--- src/rtl/goc_pkg.sv ---
// Shared types and constants for the GOC PWM transmitter.
// The optional preamble feature is enabled by defining GOC_PREAMBLE_EN.
package goc_pkg;

   typedef enum logic [2:0] {IDLE, LOAD, PRE, SHIFT, DONE} goc_state_e;

   localparam int PHASES_PER_BIT = 3;

   // Phase patterns, first phase in the MSB
   localparam logic [PHASES_PER_BIT-1:0] PAT_ONE  = 3'b110;
   localparam logic [PHASES_PER_BIT-1:0] PAT_ZERO = 3'b100;

   // Pad level of phase 'ph' (0 = first phase) for a symbol carrying bit_val
   function automatic logic phase_level(input logic bit_val, input logic [1:0] ph);
      logic [PHASES_PER_BIT-1:0] pat;
      pat = bit_val ? PAT_ONE : PAT_ZERO;
      return pat[2'd2 - ph];
   endfunction

endpackage

--- src/rtl/goc_sync_fifo.sv ---
// Single-clock FIFO with extra wrap bit on the pointers for full/empty.
// Read data is show-ahead: rd_data is the head entry whenever !empty.
module goc_sync_fifo #(
   parameter int WIDTH = 9,
   parameter int DEPTH = 16
) (
   input  logic             clk,
   input  logic             reset,
   input  logic             push,
   input  logic [WIDTH-1:0] wr_data,
   input  logic             pop,
   output logic [WIDTH-1:0] rd_data,
   output logic             full,
   output logic             empty
);
   localparam int AW = $clog2(DEPTH);

   logic [WIDTH-1:0] mem [DEPTH];
   logic [AW:0]      wr_ptr;
   logic [AW:0]      rd_ptr;
   logic             do_push;
   logic             do_pop;

   assign empty   = (wr_ptr == rd_ptr);
   assign full    = (wr_ptr[AW] != rd_ptr[AW]) && (wr_ptr[AW-1:0] == rd_ptr[AW-1:0]);
   assign rd_data = mem[rd_ptr[AW-1:0]];
   // A push while full is refused even if a pop happens in the same cycle
   assign do_push = push & ~full;
   assign do_pop  = pop & ~empty;

   // Storage array, no reset needed
   always_ff @(posedge clk) begin
      if (do_push) mem[wr_ptr[AW-1:0]] <= wr_data;
   end

   // Pointer update, wraps naturally modulo 2*DEPTH
   always_ff @(posedge clk) begin
      if (reset) begin
         wr_ptr <= '0;
         rd_ptr <= '0;
      end else begin
         if (do_push) wr_ptr <= wr_ptr + 1'b1;
         if (do_pop)  rd_ptr <= rd_ptr + 1'b1;
      end
   end

endmodule

--- src/rtl/goc_pwm_tx.sv ---
// GOC optical-pad PWM transmitter: byte FIFO in front of an MSB-first
// 3-phase PWM serialiser. Define GOC_PREAMBLE_EN to prefix each frame
// with PREAMBLE_BITS '1' symbols.
module goc_pwm_tx
   import goc_pkg::*;
#(
   parameter int DATA_W        = 8,
   parameter int FIFO_DEPTH    = 16,
   parameter int SPEED_W       = 22,
   parameter int N_PADS        = 1,
   parameter int PREAMBLE_BITS = 8,
   localparam int PSEL_W       = (N_PADS > 1) ? $clog2(N_PADS) : 1
) (
   input  logic               clk,
   input  logic               reset,
   input  logic [SPEED_W-1:0] goc_speed,
   input  logic [PSEL_W-1:0]  pad_sel,
   input  logic [DATA_W-1:0]  in_data,
   input  logic               in_last,
   input  logic               in_valid,
   output logic               in_ready,
   input  logic               start_tx,
   output logic               busy,
   output logic               tx_done,
   output logic               underflow,
   output logic [N_PADS-1:0]  goc_pad
);
   localparam int BW = (DATA_W > 1) ? $clog2(DATA_W) : 1;

   goc_state_e          state;
   logic [SPEED_W-1:0]  speed_q;
   logic [N_PADS-1:0]   pad_mask;
   logic [N_PADS-1:0]   sel_mask;
   logic [SPEED_W-1:0]  cnt;
   logic [1:0]          ph;
   logic [BW-1:0]       bit_idx;
   logic [DATA_W-1:0]   sr;
   logic                last_q;
   logic [DATA_W:0]     rd_data;
   logic                full;
   logic                empty;
   logic                pop;
   logic                end_of_bit;
`ifdef GOC_PREAMBLE_EN
   logic [$clog2(PREAMBLE_BITS):0] pre_cnt;
`endif

   assign in_ready = ~full;

   goc_sync_fifo #(.WIDTH(DATA_W + 1), .DEPTH(FIFO_DEPTH)) u_fifo (
      .clk     (clk),
      .reset   (reset),
      .push    (in_valid & in_ready),
      .wr_data ({in_last, in_data}),
      .pop     (pop),
      .rd_data (rd_data),
      .full    (full),
      .empty   (empty)
   );

   // One-hot of the requested pad; out-of-range selections map to no pad
   always_comb begin
      for (int i = 0; i < N_PADS; i++) sel_mask[i] = (pad_sel == PSEL_W'(i));
   end

   assign end_of_bit = (cnt == speed_q) && (ph == 2'(PHASES_PER_BIT - 1));
   // Pop in LOAD, and at a byte boundary when the frame continues
   assign pop = (state == LOAD) ||
                ((state == SHIFT) && end_of_bit && (bit_idx == '0) && !last_q && !empty);

   function automatic logic [N_PADS-1:0] drive(input logic lvl);
      return lvl ? pad_mask : '0;
   endfunction

   // Frame sequencer, phase/bit counters and registered pad drive
   always_ff @(posedge clk) begin
      if (reset) begin
         state     <= IDLE;
         busy      <= 1'b0;
         tx_done   <= 1'b0;
         underflow <= 1'b0;
         goc_pad   <= '0;
         speed_q   <= '0;
         pad_mask  <= '0;
         cnt       <= '0;
         ph        <= '0;
         bit_idx   <= '0;
         sr        <= '0;
         last_q    <= 1'b0;
`ifdef GOC_PREAMBLE_EN
         pre_cnt   <= '0;
`endif
      end else begin
         tx_done   <= 1'b0;
         underflow <= 1'b0;
         case (state)
            IDLE: begin
               if (start_tx && !empty) begin
                  state    <= LOAD;
                  busy     <= 1'b1;
                  speed_q  <= goc_speed;
                  pad_mask <= sel_mask;
               end
            end
            LOAD: begin
               sr      <= rd_data[DATA_W-1:0];
               last_q  <= rd_data[DATA_W];
               bit_idx <= BW'(DATA_W - 1);
               cnt     <= '0;
               ph      <= '0;
               goc_pad <= drive(1'b1);
`ifdef GOC_PREAMBLE_EN
               pre_cnt <= ($clog2(PREAMBLE_BITS)+1)'(PREAMBLE_BITS - 1);
               state   <= PRE;
`else
               state   <= SHIFT;
`endif
            end
`ifdef GOC_PREAMBLE_EN
            PRE: begin
               if (cnt != speed_q) begin
                  cnt <= cnt + 1'b1;
               end else if (!end_of_bit) begin
                  cnt     <= '0;
                  ph      <= ph + 1'b1;
                  goc_pad <= drive(phase_level(1'b1, ph + 2'd1));
               end else begin
                  // every symbol, preamble or data, starts high
                  cnt     <= '0;
                  ph      <= '0;
                  goc_pad <= drive(1'b1);
                  if (pre_cnt == '0) state <= SHIFT;
                  else               pre_cnt <= pre_cnt - 1'b1;
               end
            end
`endif
            SHIFT: begin
               if (cnt != speed_q) begin
                  cnt <= cnt + 1'b1;
               end else if (!end_of_bit) begin
                  cnt     <= '0;
                  ph      <= ph + 1'b1;
                  goc_pad <= drive(phase_level(sr[DATA_W-1], ph + 2'd1));
               end else begin
                  cnt <= '0;
                  ph  <= '0;
                  if (bit_idx != '0) begin
                     bit_idx <= bit_idx - 1'b1;
                     sr      <= sr << 1;
                     goc_pad <= drive(1'b1);
                  end else if (last_q) begin
                     state   <= DONE;
                     busy    <= 1'b0;
                     tx_done <= 1'b1;
                     goc_pad <= '0;
                  end else if (!empty) begin
                     // next byte follows with no idle cycle
                     sr      <= rd_data[DATA_W-1:0];
                     last_q  <= rd_data[DATA_W];
                     bit_idx <= BW'(DATA_W - 1);
                     goc_pad <= drive(1'b1);
                  end else begin
                     state     <= IDLE;
                     busy      <= 1'b0;
                     underflow <= 1'b1;
                     goc_pad   <= '0;
                  end
               end
            end
            DONE:    state <= IDLE;
            default: state <= IDLE;
         endcase
      end
   end

endmodule
--- config.mk ---
export PLATFORM = sky130hd
export DESIGN_NAME = goc_pwm_tx
export DESIGN_NICKNAME = d
export VERILOG_FILES = /design/src/rtl/goc_pkg.sv /design/src/rtl/goc_sync_fifo.sv /design/src/rtl/goc_pwm_tx.sv
export SDC_FILE = /design/constraint.sdc
export NUM_CORES = 1
export LEC_CHECK = 0
export CORE_ASPECT_RATIO = 0.6
export CORE_MARGIN = 4
export CORE_UTILIZATION = 40
export DETAILED_ROUTE_END_ITERATION = 12
export GPL_ROUTABILITY_DRIVEN = 0
export PLACE_DENSITY = 0.63
export SLEW_MARGIN = 20
export SYNTH_ARGS = -nofsm -noshare
export SYNTH_HDL_FRONTEND = slang
export SYNTH_SLANG_ARGS = --single-unit
export TNS_END_PERCENT = 10
--- constraint.sdc ---
create_clock -name clk -period 3.4 [get_ports clk]
set_input_delay 0.51 -clock clk [delete_from_list [all_inputs] [get_ports clk]]
set_output_delay 0.51 -clock clk [all_outputs]
set_load 0.005 [all_outputs]
# ---- Word level (Yosys, flattened, before mapping)
# Memories as Yosys holds them, arrays and structs flattened. A register that Yosys moved wholly into a read port is not among the register bits.
# Cells that the tools add are included.
dict set report totals {
  regBits 76
  mem_bits_rw 144
  in_bits 36
  memories 1
}
dict set report op_classes {
  add_sub_neg 6
  magnitude_cmp 1
  eq_ne 15
  muxes 53
  n_bitwise 8
  n_reduce_logical 23
}
# name depth width read_ports rd_ports_with_merged_regs write_ports line_no
set mem_list {}
lappend mem_list {u_fifo.mem 16 9 1 1 1 goc_sync_fifo.sv:18} ;# logic [WIDTH-1:0] mem [DEPTH];
# operator n
set op_table {}
lappend op_table {{one-hot mux 22 bit (2 select lines)} 1}
lappend op_table {{two-way mux 8 bit} 5}
lappend op_table {{two-way mux 3 bit} 11}
lappend op_table {{adder 22 x 1 -> 22 bit, second input constant} 1}
lappend op_table {{== test 22 bit} 1}
lappend op_table {{two-way mux 1 bit} 22}
lappend op_table {{two-way mux 22 bit} 1}
lappend op_table {{inequality test 22 bit} 1}
lappend op_table {{one-hot mux 8 bit (2 select lines)} 1}
lappend op_table {{adder 5 x 1 -> 5 bit, second input constant} 2}
lappend op_table {{AND reduction 5 bit} 2}
lappend op_table {{one-hot mux 3 bit (3 select lines)} 1}
lappend op_table {{two-way mux 4 bit} 2}
lappend op_table {{inequality test 2 bit, second input constant} 4}
lappend op_table {{logical AND 1 bit} 7}
lappend op_table {{logical NOT 3 bit} 2}
lappend op_table {{two-way mux 2 bit} 3}
lappend op_table {{inequality test 3 x 2 -> 1 bit, second input constant} 2}
lappend op_table {{one-hot mux 1 bit (2 select lines)} 3}
lappend op_table {{one-hot mux 3 bit (2 select lines)} 1}
lappend op_table {{AND reduction 6 bit} 1}
lappend op_table {{OR reduction 6 bit} 1}
lappend op_table {{== test 5 bit} 1}
lappend op_table {{inverter 1 bit} 5}
lappend op_table {{other kinds (20)} 25}

# ---- Longest topological paths before layout
# Gate-level depths: netlist of the first run.
dict set report logic_depth {
  word_depth 10
  mapped_depth 10
}

# ---- Hierarchy
# A second synthesis of the first run with hierarchy kept.
dict set report hier_totals {
  cells_unflattened 700
  hier_area_um2 9708.1
}
# mod instances cells_each area_per_inst_um2 seq_area_each_um2
set by_module_without_submodules {}
lappend by_module_without_submodules {goc_sync_fifo 1 301 6429.9 4604.4}
lappend by_module_without_submodules {goc_pwm_tx 1 399 3278.1 1321.3}

# ---- Worst setup path after synthesis of the first run
# Ideal clock, no wire load.
dict set report synth_timing {
  path_type {register to register}
  startpoint {register u_fifo.wr_ptr[2]}
  endpoint {memory u_fifo.mem[3][0] (enable)}
  setup_time_ns 0.387
  arrival_ns 2.044
  setup_slack_ns 0.969
  stages_incl_launch_ff 7
  path_buffers 1
  period_less_slack_ns 2.431
  path_cell_list {dfxtp_1 > buf_2 > xor2_1 > nor4_2 > a21boi_1 > nand2_1 > nor3_1}
}
dict set report synth_between {
  elab_chain_cells 7
}
# element line_no
set synth_lines {}
lappend synth_lines {{from (decl)} goc_sync_fifo.sv:19} ;# logic [AW:0] wr_ptr;
lappend synth_lines {{from (signal assigned)} goc_sync_fifo.sv:42} ;# if (do_push) wr_ptr <= wr_ptr + 1'b1;
lappend synth_lines {{== test 4 bit} goc_sync_fifo.sv:25} ;# assign full = (wr_ptr[AW] != rd_ptr[AW]) && (wr_ptr[AW-1:0] == rd_ptr[AW-1:0]);
lappend synth_lines {{logical AND 1 bit} goc_sync_fifo.sv:25}
lappend synth_lines {{inverter 1 bit} {goc_sync_fifo.sv:28, goc_pwm_tx.sv:48}}
lappend synth_lines {{AND 1 bit} goc_pwm_tx.sv:53} ;# .push (in_valid & in_ready),
lappend synth_lines {{AND 1 bit} goc_sync_fifo.sv:28} ;# assign do_push = push & ~full;
lappend synth_lines {{two-way mux 1 bit} goc_sync_fifo.sv:33} ;# if (do_push) mem[wr_ptr[AW-1:0]] <= wr_data;
lappend synth_lines {{two-way mux 1 bit (not written as such)} goc_sync_fifo.sv:33}
lappend synth_lines {{to (decl)} goc_sync_fifo.sv:18}
# Parallel ways exist; a longest one is shown, timed or not.

# ---- Worst setup path in the final report of the first run
dict set report layout_timing {
  startpoint {register u_fifo.wr_ptr[3]}
  endpoint {output in_ready}
}
dict set report layout_between {
  elab_chain_cells 3
}
# element line_no
set layout_lines {}
lappend layout_lines {{== test 4 bit} goc_sync_fifo.sv:25}
lappend layout_lines {{logical AND 1 bit} goc_sync_fifo.sv:25}
lappend layout_lines {{inverter 1 bit} goc_pwm_tx.sv:48} ;# assign in_ready = ~full;
lappend layout_lines {{to (decl)} goc_pwm_tx.sv:21} ;# output logic in_ready,
# No other way between the ends.

==> reports/qor_table.md, run 1 <==
| Stage | Parameter | Reported |
|:---|:---|:---|
| layout | Number of nets in the layout | 820 |
| timing | Slew at the pin with the worst max-slew slack | 0.7974 ns |
| global routing | Global-route wire length before repair | 32690 um |
| layout | Leading cell type in the layout, fill and taps excluded | edfxtp_1 |
| timing | Largest clock skew in the final design | 0.008231 ns |
| logic synthesis | Proportion of synthesized area in mux cells | 10.00% |
| clock network | CTS tree | built |
| logic synthesis | Post-Synth Simple-Gate Area | 11.46% |
| clock network | Deepest level of the CTS H-tree | 1 |
| worst setup path | Largest delay contributor family on the critical path | simple AND/OR/NAND/NOR gates |
| logic synthesis | Post-synth design cell area | 9368 sq um |
| worst setup path | Reg2Reg Launch Point | u_fifo.wr_ptr[3]$_SDFFE_PP0P_ |
| logic synthesis | Async SR Flop Fraction | 0% |
| floorplan | Full die area | 26010 sq um |
| route | Number of vias after detailed routing | 6013 |
| worst setup path | Critical path class | register to primary output |
| worst setup path | Buf+Inv Stages, Crit Path | 1 |
| worst setup path | Crit-path max cell delay | 0.50 ns |
| logic synthesis | Most instantiated flip-flop cell in the synthesis netlist | edfxtp_1 |
| worst setup path | Worst endpoint required time | 2.89 ns |
| global routing | Initial antenna violation count | 0 |
| timing | Count of final hold-check violations | 0 |
| worst setup path | Depth of the worst register-to-register path | 6 |
| logic synthesis | Post-synthesis share of cell area spent on xor and xnor gates | 3.366% |
| layout | Fraction of layout cells with a size suffix above 1 | 14.27% |
| logic synthesis | Post-Synthesis Cells | 720 |
| timing | Share of the clock period used by the worst path | 79.80% |
| clock network | Clock tree buffer depth | 3 |
| worst setup path | Reg-to-reg slack, setup | 0.78 ns |
| worst setup path | Worst R2R End | speed_q[20]$_SDFFE_PP0P_ |
| worst setup path | Data arrival at the endpoint of the critical path | 2.20 ns |
| layout | Synth-to-layout area growth | 17.08% |
| logic synthesis | Adder-Cell Fraction of Synth Area | 1.069% |
| power | Pwr Density | 549.2 nW/um^2 |
| route | Post-detailed-route via-to-cell ratio | 5.432 |
| global routing | Maximum number of pins on one net before global-route repair | 42 |
| timing | Final Setup Violations | 0 |
| timing | Final-report max-slew violation count | 0 |
| worst setup path | Sort of element at the end of the critical path | primary output |
| logic synthesis | Sequential cell area fraction in the yosys report | 63.26% |
| floorplan | X dimension of the die | 205.6 um |
| logic synthesis | Number of synthesized flops with an enable pin | 144 |
| logic synthesis | Number of library cell types mapped by synthesis | 50 |
| logic synthesis | Top-area cell type share of the netlist area | 46.16% |
| floorplan | Starting density of the core | 40.59% |
| hold path | Sink of the worst hold path | cnt[0]$_SDFFE_PP0P_ |
| clock network | Number of clock sinks | 224 |
| worst setup path | Critical Path Fanout Max | 9 |
| route | Detailed-routing iteration count for the pre-antenna-repair pass | 5 |
| timing | Accumulated negative setup slack | 0 ns |
| layout | Most frequent cells in the layout | edfxtp_1, nand2_1, dfxtp_1 |
| logic synthesis | Largest family of logic cells by synthesized area | simple AND/OR/NAND/NOR gates |
| logic synthesis | Post-synth net total | 764 |
| floorplan | Ports | 41 |
| power | Worst vdd ir | 0.0003451 V |
| logic synthesis | Number of flip-flops and latches in the synthesized netlist | 224 |
| logic synthesis | Cell type with the highest aggregate area in the netlist | edfxtp_1 |
| global routing | GRT Overall Usage | 15.95% |
| power | Leakage component of the power | 3.498 nW |
| clock network | Clk Tree Root Cell | clkbuf_16 |
| clock network | Number of clock buffers inserted by TritonCTS | 22 |
| placed design | Total of buffers placed on input and output ports | 40 |
| flow run | Max Cap Viol | 0 |
| route | Average wire length per cell after detail routing | 18.48 um |
| global routing | Via count of the first global-routing pass | 5727 |
| timing | Time the final worst path needs with I/O delays and setup | 2.713 ns |
| clock network | CTS-repair resized insts | 0 |
| clock network | Number of buffers inserted for hold repair after clock tree synthesis | 0 |
| worst setup path | Stages on the worst setup path | 4 |
| hold path | Hold path startpoint | reset |
| layout | Final standard cell count with taps included and fillers excluded | 1107 |
| route | Count of nets left with antenna violations after detail routing | 0 |
| clock network | Clock slew at reported path FFs | 0.06 ns |
| worst setup path | Crit path max-delay cell type | clkdlybuf4s50_1 |
| placed design | Number of cells in the design after placement | 1067 |
| logic synthesis | Ys Warns | 0 |
| clock network | Clock Latency Late Sink | 0.50 ns |
| outcome | Status | complete, no violations |
| timing | Slew Limit Headroom | 46.84% |
| logic synthesis | Post-synthesis compound-gate area fraction | 8.682% |
| clock network | Post-CTS setup-driven buffer insertion count | 0 |
| logic synthesis | Post-synthesis area per instance | 13.01 sq um |
| floorplan | # rows | 43 |
| floorplan | Core Footprint | 23080 sq um |
| timing | Post-route setup slack | 0.6868 ns |
| timing | Unrepaired setup endpoints after global routing | no |
| worst setup path | Critical-path cell list | xor2_1, nor4_2, nand2_1, clkdlybuf4s50_1 |
| route | Number of violations reported at the end of detailed-routing iteration 0 | 501 |
| hold path | Worst hold path depth | 2 |
| route | Total detailed-routing wirelength | 20460 um |
| route | Remaining routing DRC violations | 0 |
| placed design | Minimum setup slack after placement | 0.7753 ns |
| global routing | Overflow after GRT | 0 |
| hold path | Worst hold path class | input port to register |
| timing | FMAX | 368.6 MHz |
| layout | ANT cells | 0 |
| logic synthesis | Area contributors post-synth | edfxtp_1, dfxtp_1, mux4_2, nand2_1, a21oi_1 |
| worst setup path | Critical Path Start Type | register |
| floorplan | Vert. Die Dim | 126.5 um |
| layout | Post-layout util | 47.52% |
| placed design | Half-perimeter wire length of the detailed placement result | 14300 um |
stage by stage:
stage	hold WS, ns	power (mW)	cell area (sq um)
2_1_floorplan	0.4438	3.398	9368
3_3_place_gp	0.4510	3.598	10230
3_5_place_dp	0.4633	3.604	10230
4_1_cts	0.3868	6.079	10970
5_1_grt	0.4151	6.269	10970
6_report	0.4045	6.023	10970
flip-flops by register name, indices dropped and copies added, names as in the netlist, 2 cells and up, named ones only:
| signal | cells |
|---|---|
| u_fifo.mem | 144 |
| cnt | 22 |
| ph | 2 |
| sr | 8 |
| u_fifo.wr_ptr | 5 |
| u_fifo.rd_ptr | 5 |
| state | 3 |
| speed_q | 22 |
| bit_idx | 3 |
how the worst max path moves through the flow:
stage               slack, ns                    endpoint                           from
floorplan                0.97  u_fifo.mem[3][0]$_DFFE_PP_  u_fifo.wr_ptr[2]$_SDFFE_PP0P_
global placement         0.94  u_fifo.mem[3][5]$_DFFE_PP_                       in_valid
detailed placement       0.78    speed_q[20]$_SDFFE_PP0P_  u_fifo.wr_ptr[3]$_SDFFE_PP0P_
CTS                      0.61                    in_ready  u_fifo.wr_ptr[3]$_SDFFE_PP0P_
global route             0.49     speed_q[1]$_SDFFE_PP0P_  u_fifo.wr_ptr[3]$_SDFFE_PP0P_
finish                   0.69                    in_ready  u_fifo.wr_ptr[3]$_SDFFE_PP0P_
worst reg2reg max path, delay by kind of cell, from the launching register on:
family           cells  cell delay [ns]
AO/OA/AOI/OAI        1             0.18
XOR/XNOR             1             0.12
flip-flops           1             0.49
AND/OR/NAND/NOR      4             1.75
power by group:
group / switching [mW] / internal (mW)
logic: 0.337 / 0.203
clock network: 1.01 / 1.47
registers: 0.0440 / 2.96
cell type report:
class,count,area [sq um]
fillers,2022,12110
flip-flops and latches,224,5927
multi-input cells,447,3248
repair buffers,70,620.6
clock buffers,27,590.6
well taps,315,394.1
clock inverters,13,146.4
inverters,11,41.29
synth_stat cells, types with 14 or more instances:
library cell / number
a31oi_1: 15
nor2_1: 36
a21oi_1: 50
xor2_1: 14
mux2i_1: 16
mux4_2: 31
edfxtp_1: 144
xnor2_1: 22
o21ai_0: 30
nand2_1: 85
nand4_1: 20
clkbuf_1: 29
dfxtp_1: 80
nand3_1: 21
per-layer routing:
layer / part of all wire [%] / track usage, %
met3: 5.3 / 2.529
met1: 55 / 27.87
met4: 1.3 / 2.912
met2: 39 / 20.42
met5: 0 / 0
cells by family (layout without fill, tap and decap cells):
logic type | Yosys count | count (layout)
AO/OA/AOI/OAI | 132 | 132
buffers and inverters | 49 | 121
flip-flops | 224 | 224
XOR/XNOR | 36 | 36
AND/OR/NAND/NOR | 217 | 217
adder cells (fa/ha/maj) | 8 | 8
multiplexers | 54 | 54
Note: power is estimated with default switching activity, not from simulation.
==> run 2, diff against run 1 <==
==> constraint.sdc (replaced) <==
create_clock -name clk -period 2.75 [get_ports clk]
set_input_delay 0.4125 -clock clk [delete_from_list [all_inputs] [get_ports clk]]
set_output_delay 0.4125 -clock clk [all_outputs]
set_load 0.005 [all_outputs]
==> run 2 against run 1 <==
Net effect: worst hold slack lost 0.028 ns; via count shrank 0.20%; clock skew grew 0.0060 ns; clock power grew 14%; critical endpoint unchanged; largest cell class unchanged; highest routed layer unchanged.
==> reports/qor_table.md, run 2 (synthesized netlist as in run 1, its figures left out) <==
| Stage | Parameter | Reported |
|:---|:---|:---|
| timing | Accumulated negative setup slack | 0 ns |
| timing | Post-route setup slack | 0.1470 ns |
| layout | Number of nets in the layout | 822 |
| clock network | Number of buffers inserted for hold repair after clock tree synthesis | 0 |
| layout | Flip-flop count of the largest register after layout | 144 |
| floorplan | # rows | 43 |
| layout | Leading cell type in the layout, fill and taps excluded | edfxtp_1 |
| worst setup path | Largest delay contributor family on the critical path | simple AND/OR/NAND/NOR gates |
| hold path | Worst hold path depth | 4 |
| clock network | Number of clock sinks | 224 |
| power | Part of the power in combinational logic | 9.7% |
| layout | Synth-to-layout area growth | 16.87% |
| worst setup path | Crit path max-delay cell type | dfxtp_1 |
| worst setup path | Crit-path max cell delay | 0.50 ns |
| outcome | Status | complete, no violations |
| timing | Largest clock skew in the final design | 0.01419 ns |
| power | Fraction of power spent switching nets | 23.33% |
| worst setup path | Worst endpoint required time | 2.34 ns |
| worst setup path | Critical-path cell list | xor2_1, nor4_4, nand2_1, clkdlybuf4s50_1 |
| worst setup path | Data arrival at the endpoint of the critical path | 2.19 ns |
| hold path | Worst hold path class | input port to register |
| global routing | Initial antenna violation count | 0 |
| worst setup path | Reg2Reg Launch Point | cnt[5]$_SDFFE_PP0P_ |
| clock network | Post-CTS setup-driven buffer insertion count | 0 |
| global routing | GRT Overall Usage | 16.02% |
| worst setup path | Depth of the worst register-to-register path | 7 |
| global routing | Maximum number of pins on one net before global-route repair | 55 |
| floorplan | Core Footprint | 23080 sq um |
| placed design | Minimum setup slack after placement | 0.3339 ns |
| worst setup path | Worst R2R End | tx_done$_SDFF_PP0_ |
| floorplan | Full die area | 26010 sq um |
| layout | Number of fill cells | 2037 |
| floorplan | Vert. Die Dim | 126.5 um |
| power | Internal power | 5.551 mW |
| worst setup path | Critical Path Start Type | register |
| route | Detailed-routing iteration count for the pre-antenna-repair pass | 5 |
| route | Remaining routing DRC violations | 0 |
| global routing | Via count of the first global-routing pass | 5614 |
| power | Leakage component of the power | 3.483 nW |
| route | Number of vias after detailed routing | 6001 |
| clock network | CTS tree | built |
| power | Pwr Density | 661.3 nW/um^2 |
| floorplan | Starting density of the core | 40.59% |
| flow run | Max Cap Viol | 0 |
| hold path | Hold path startpoint | reset |
| layout | Post-layout util | 47.43% |
| layout | Fraction of layout cells with a size suffix above 1 | 14.02% |
| timing | Slew at the pin with the worst max-slew slack | 0.8863 ns |
| power | Worst vdd ir | 0.0003448 V |
| timing | Share of the clock period used by the worst path | 94.66% |
| floorplan | Ports | 41 |
| global routing | Overflow after GRT | 0 |
| layout | ANT cells | 0 |
| floorplan | X dimension of the die | 205.6 um |
| route | Total detailed-routing wirelength | 20830 um |
| timing | Time the final worst path needs with I/O delays and setup | 2.603 ns |
| placed design | Total of buffers placed on input and output ports | 40 |
| route | Number of violations reported at the end of detailed-routing iteration 0 | 588 |
| placed design | Half-perimeter wire length of the detailed placement result | 14280 um |
| clock network | Number of clock buffers inserted by TritonCTS | 21 |
| worst setup path | Critical path class | register to primary output |
| layout | Final standard cell count with taps included and fillers excluded | 1107 |
| timing | Final Setup Violations | 0 |
| clock network | Deepest level of the CTS H-tree | 1 |
| timing | FMAX | 384.2 MHz |
| layout | Most frequent cells in the layout | edfxtp_1, nand2_1, dfxtp_1 |
| route | Count of nets left with antenna violations after detail routing | 0 |
| placed design | DP Area | 10280 sq um |
| timing | Count of final hold-check violations | 0 |
| placed design | Number of cells in the design after placement | 1070 |
| power | Clock share of power | 38.9% |
| layout | Sequential cell area | 5928 sq um |
| timing | Final-report max-slew violation count | 0 |
| clock network | Clock tree buffer depth | 3 |
| worst setup path | Critical Path Fanout Max | 9 |
| hold path | Sink of the worst hold path | underflow$_SDFF_PP0_ |
| worst setup path | Buf+Inv Stages, Crit Path | 1 |
| clock network | Clk Tree Root Cell | clkbuf_16 |
| layout | Final instance area | 10950 sq um |
| power | Net switching component of the power | 1.689 mW |
| worst setup path | Sort of element at the end of the critical path | primary output |
| clock network | Clock slew at reported path FFs | 0.07 ns |
| worst setup path | Reg-to-reg slack, setup | 0.29 ns |
| timing | Unrepaired setup endpoints after global routing | no |
| clock network | Clock Latency Late Sink | 0.49 ns |
| power | Portion of total power attributed to sequential cells | 51.4% |
| global routing | Global-route wire length before repair | 32910 um |
| layout | Area occupied by multi-input gates | 3257 sq um |
| timing | Slew Limit Headroom | 40.79% |
| route | Post-detailed-route via-to-cell ratio | 5.421 |
| route | Average wire length per cell after detail routing | 18.82 um |
==> run 2: cell type report <==
cell class | count | area share (%)
tap | 315 | 3.600
timing repair buffer | 73 | 6.103
multi-input combinational | 447 | 29.75
inverter | 11 | 0.3771
clock inverter | 5 | 0.4800
clock buffer | 32 | 5.543
sequential | 224 | 54.15
==> run 2: worst register-to-register path, stage by stage (launching register included) <==
cell and delay, ns:
dfxtp_1 0.46, xnor2_1 0.15, nand4_1 0.28, nor3_2 0.44, buf_4 0.23, nand2_1 0.18, nor4_2 0.42, and4_1 0.24
==> run 2: power groups by stage <==
stage / logic, mW / clock network (mW) / registers (mW)
floorplan: 0.427 / 0 / 3.77
detailed placement: 0.692 / 0 / 3.79
finish: 0.700 / 2.82 / 3.72
global route: 0.770 / 3.04 / 3.73
CTS: 0.699 / 2.87 / 3.72
global placement: 0.685 / 0 / 3.79
==> run 2: what timing repair did <==
item | CTS | global route
endpoints found under the hold margin | 0 | 0
setup endpoints to repair | 1 | 1
pin swaps | 0 | 1
gates resized for setup | 1 | 1
==> run 2: metal layers <==
metal	routed length (um)	vias up	global-route usage [%]
met5	0	-	0
met4	316	0	2.912
met3	1249	22	2.989
met2	7903	175	19.74
met1	11360	2969	28.39
li1	-	2835	-
==> run 2: per-stage QoR <==
stage	hold slack (ns)	power, mW
6_report	0.3764	7.240
5_1_grt	0.3890	7.538
4_1_cts	0.3428	7.291
3_5_place_dp	0.4575	4.487
3_3_place_gp	0.4510	4.477
2_1_floorplan	0.4438	4.201
==> run 2: how the worst max path moves through the flow <==
stage	from	to	slack, ns	depth (start not counted)
floorplan	u_fifo.wr_ptr[2]$_SDFFE_PP0P_	u_fifo.mem[3][0]$_DFFE_PP_	0.32	6
global placement	cnt[5]$_SDFFE_PP0P_	tx_done$_SDFF_PP0_	0.35	7
detailed placement	u_fifo.wr_ptr[0]$_SDFFE_PP0P_	speed_q[3]$_SDFFE_PP0P_	0.33	6
CTS	u_fifo.wr_ptr[0]$_SDFFE_PP0P_	in_ready	0.12	4
global route	u_fifo.wr_ptr[3]$_SDFFE_PP0P_	in_ready	0.02	4
finish	u_fifo.wr_ptr[3]$_SDFFE_PP0P_	in_ready	0.15	4
